File: src/rtl/top_proj.sv
// Autonomous 4-phase unipolar stepper sequencer: prescaled step tick, N steps forward then N in reverse, forever.
// Optional build macro HALF_STEP_EN selects the 8-entry half-step sequence instead of the 4-entry full-step one.
module top_proj #(
    parameter int STEP_DIV      = 500000,
    parameter int STEPS_PER_DIR = 200
) (
    input  logic CLK100MHZ,
    input  logic RESET,
    output logic PMOD1_P7,
    output logic PMOD1_P8,
    output logic PMOD1_P9,
    output logic PMOD1_P10
);

    localparam int PRE_W = $clog2(STEP_DIV);
    localparam int CNT_W = $clog2(STEPS_PER_DIR + 1);
`ifdef HALF_STEP_EN
    localparam int IDX_W = 3;
`else
    localparam int IDX_W = 2;
`endif

    typedef enum logic [1:0] {
        ST_IDLE = 2'd0,
        ST_FWD  = 2'd1,
        ST_REV  = 2'd2
    } state_t;

    logic             clk;
    logic             srst;
    state_t           state_reg, state_next;
    logic [PRE_W-1:0] pre_reg, pre_next;
    logic [CNT_W-1:0] cnt_reg, cnt_next;
    logic [IDX_W-1:0] idx_reg, idx_next;
    logic [IDX_W-1:0] idx_step;
    logic [3:0]       coil_reg, coil_next;
    logic             tick;

    assign clk  = CLK100MHZ;
    assign srst = RESET;

    // Coil patterns ordered {A,B,C,D}; the sequence length is a power of two so index wrap is free.
    function automatic logic [3:0] pattern(input logic [IDX_W-1:0] idx);
`ifdef HALF_STEP_EN
        case (idx)
            3'd0:    pattern = 4'b1000;
            3'd1:    pattern = 4'b1100;
            3'd2:    pattern = 4'b0100;
            3'd3:    pattern = 4'b0110;
            3'd4:    pattern = 4'b0010;
            3'd5:    pattern = 4'b0011;
            3'd6:    pattern = 4'b0001;
            default: pattern = 4'b1001;
        endcase
`else
        case (idx)
            2'd0:    pattern = 4'b1100;
            2'd1:    pattern = 4'b0110;
            2'd2:    pattern = 4'b0011;
            default: pattern = 4'b1001;
        endcase
`endif
    endfunction

    assign tick     = (pre_reg == PRE_W'(STEP_DIV - 1));
    assign idx_step = (state_reg == ST_REV) ? (idx_reg - 1'b1) : (idx_reg + 1'b1);

    always_ff @(posedge clk) begin
        if (srst) begin
            state_reg <= ST_IDLE;
            pre_reg   <= '0;
            cnt_reg   <= '0;
            idx_reg   <= '0;
            coil_reg  <= 4'b0000;
        end else begin
            state_reg <= state_next;
            pre_reg   <= pre_next;
            cnt_reg   <= cnt_next;
            idx_reg   <= idx_next;
            coil_reg  <= coil_next;
        end
    end

    always_comb begin
        state_next = state_reg;
        pre_next   = tick ? '0 : pre_reg + 1'b1;
        cnt_next   = cnt_reg;
        idx_next   = idx_reg;
        coil_next  = coil_reg;
        if (tick) begin
            case (state_reg)
                ST_IDLE: begin
                    // First tick only energises pattern 0; it is not counted as a step.
                    state_next = ST_FWD;
                    coil_next  = pattern('0);
                end
                ST_FWD, ST_REV: begin
                    idx_next  = idx_step;
                    coil_next = pattern(idx_step);
                    if (cnt_reg == CNT_W'(STEPS_PER_DIR - 1)) begin
                        cnt_next   = '0;
                        state_next = (state_reg == ST_FWD) ? ST_REV : ST_FWD;
                    end else begin
                        cnt_next = cnt_reg + 1'b1;
                    end
                end
                default: state_next = ST_IDLE;
            endcase
        end
    end

    assign {PMOD1_P7, PMOD1_P8, PMOD1_P9, PMOD1_P10} = coil_reg;

endmodule

File: config.mk
export PLATFORM = sky130hd
export DESIGN_NAME = top_proj
export DESIGN_NICKNAME = d
export VERILOG_FILES = /design/src/rtl/top_proj.sv
export SDC_FILE = /design/constraint.sdc
export NUM_CORES = 1
export LEC_CHECK = 0
export BUFFER_PORTS_ARGS = -buffer_cell sky130_fd_sc_hd__buf_2
export CORE_UTILIZATION = 35
export CTS_CLUSTER_DIAMETER = 200
export DETAILED_ROUTE_END_ITERATION = 10
export SYNTH_ARGS = -nofsm -noshare
export SYNTH_HDL_FRONTEND = slang
export SYNTH_SLANG_ARGS = --single-unit
export TNS_END_PERCENT = 50
File: constraint.sdc
create_clock -name CLK100MHZ -period 1.7 [get_ports CLK100MHZ]
set_input_delay 0.34 -clock CLK100MHZ [delete_from_list [all_inputs] [get_ports CLK100MHZ]]
set_output_delay 0.34 -clock CLK100MHZ [all_outputs]
set_load 0.01 [all_outputs]
==> metrics <==
Tightest Pin Transition 395 ps; Max Cap Viol 0; Vias/cell 5.15; Yosys reg bits 35; # DRC 0; RSZ-0062 raised after global routing true; Setup crit start kind flip-flop; worst min path class input port to flip-flop; fillers 477; Pwr per Cell Area 651 nW/um2; Syn Nets 204; Largest register FFs 19; sequential share of the synthesized area 40.1%; Worst Clk Skew 5.23 ps; final WL 3.72 mm; Avg Inst Size Synth 8.96 um2; DPL Wire Length 2.53 mm; ANT nets after route 0; Pleak 0.789 nW; CTS Buf Count 5; final setup violating endpoints 7; drt pass-1 iters 4; IO buf count 5; cells on worst reg2reg path 5; asr flop ratio synth 0%; H-tree depth 2; first-pass GRT wire length 6.24 mm; fraction of layout cells with a size suffix above 1 27.8%; CP Class flip-flop to flip-flop; Worst-path clk slew 70 ps; root buf cell clkbuf_8; DRT iter0 DRCs 118; pin count of the biggest net entering global routing 21; Netlist cell types 40; Tot GR Track Use 15.4%; Cells after Synth 195; Critical Path RT 1930 ps; vias 1,513; die area 5280 um2; Slew HR 73.6%; share of the synthesized area in the top cell type 40.1%; CTS tree yes; worst setup slack after layout -23.1 ps; CTS max path bufs 2; Area growth, synth to finish 26.4%; Top Ports 6; ant diodes 0; CTS sink count 35; Mapped Area 1750 um2; cell taking the most area after synthesis dfxtp_1; status finished, violations left; post-layout min period 1720 ps; chip width 72.6 um; yosys warns 0; GRT overflow 0; setup TNS -78.4 ps; vias in the first global route 1,402; global placement routability congestion 0.794; hold path cells 3; Max Fclk 0.580 GHz; Synth area leaders dfxtp_1 (40%), xor2_1 (5.5%), ha_1 (5.0%); Initial Utilization 36.7%; Data arrival, critical path 1950 ps; Hold Vio Cnt, Final 0; most common cell in the netlist dfxtp_1; Hold Slack 411 ps; Skew-Pair Late Insertion Delay 290 ps; VDD IR max 0.384 mV; period utilization 101%; Final Max Slew Viols 0; area of the core 4750 um2; die height 72.6 um; number of flops mapped to enable cells by yosys 0; DR WL/cell 12.7 um; failing checks negative setup slack; post-CTS setup buffers 0; most frequent cells after synthesis dfxtp_1 (35), nor2_1 (17), nand3_1 (14); initial antenna violation count 0; crit path capture type flip-flop; Crit Path Max Fanout 5; row count 25; Most used DFF post-synth dfxtp_1; Total Nets Final 237
## placed cells by master, fill, tap and decap left out, types with 2 or more instances in the layout
| cell | n |
|---|---|
| dfxtp_1 | 30 |
| buf_4 | 25 |
| nor2_1 | 17 |
| nand3_1 | 12 |
| xor2_1 | 11 |
| nand2_1 | 10 |
| a21oi_1 | 10 |
| inv_1 | 8 |
| nand4_1 | 7 |
| o31ai_1 | 7 |
| buf_2 | 7 |
| or4_1 | 6 |
| o21ai_0 | 6 |
| ha_1 | 5 |
| clkbuf_8 | 5 |
| dfxtp_2 | 5 |
| xnor2_1 | 4 |
| mux2i_1 | 4 |
| and4_1 | 3 |
| and3_1 | 3 |
| nor3_1 | 3 |
| or3_1 | 3 |
| nor4b_4 | 2 |
| and2_1 | 2 |
| nand3_2 | 2 |
| a31oi_1 | 2 |
| buf_6 | 2 |
## worst max-delay path, cell delays in order (launching register included)
cell and delay, ps:
dfxtp_2 340, nor4b_4 280, nand4_1 210, buf_6 200, or4b_1 510, a21oi_1 120
## layer usage
metal	global-route usage, %	routed length (um)
met1	19.0	1830
met2	24.9	1720
met3	4.14	138
met4	7.19	37
met5	0	0
## kinds of logic (layout without fill, tap and decap cells)
logic type	count (synthesis)	count (layout)	share of synthesized area (%)
AO/OA/AOI/OAI	37	37	14.1
AND/OR/NAND/NOR	80	80	26.9
buffers and inverters	17	49	4.01
multiplexers	4	4	2.29
adder cells (fa/ha/maj)	7	7	5.01
XOR/XNOR	15	15	7.52
flip-flops	35	35	40.1
## area by class of cell
class / instances / area [um2] / share of cell area (%)
Timing Repair Buffer: 35 / 265 / 12.0
Inverter: 8 / 30.0 / 1.36
Sequential cell: 35 / 707 / 32.0
Clock buffer: 6 / 72.6 / 3.29
Multi-Input combinational cell: 143 / 1050 / 47.5
Tap cell: 67 / 83.8 / 3.80
## path summary, 6_finish.rpt
check	start	to	slack [ps]
worst max-delay path	pre_reg[5]	cnt_reg[1]	-20
worst min-delay path	RESET	cnt_reg[0]	410
worst max register to register	pre_reg[5]	cnt_reg[1]	-20
worst min register to register	coil_reg[1]	coil_reg[1]	460
## power breakdown
| part | switching, mW | total, mW | internal [mW] |
|---|---|---|---|
| logic | 0.0273 | 0.0475 | 0.0201 |
| registers | 0.00386 | 0.830 | 0.827 |
| clock network | 0.286 | 0.559 | 0.273 |
## what timing repair did
action / in CTS / in global routing
endpoints found under the setup margin: 9 / 17
hold endpoints to repair: 0 / 0
gates cloned: 0 / 2
gates resized for setup: 4 / 18
hold buffers: 0 / 0
pin swaps: 0 / 8
## stage by stage
stage	power [mW]	util (%)	cell area (um2)	cells	setup WS, ps
2_1_floorplan	0.874	-	1750	195	5.26
3_3_place_gp	0.895	42.9	2040	286	-65.2
3_5_place_dp	0.895	42.9	2040	286	-43.9
4_1_cts	1.46	44.7	2130	292	-7.92
5_1_grt	1.49	46.4	2210	294	-68.7
6_report	1.44	46.4	2210	294	-23.1
Note: power is estimated with default switching activity, not from simulation.
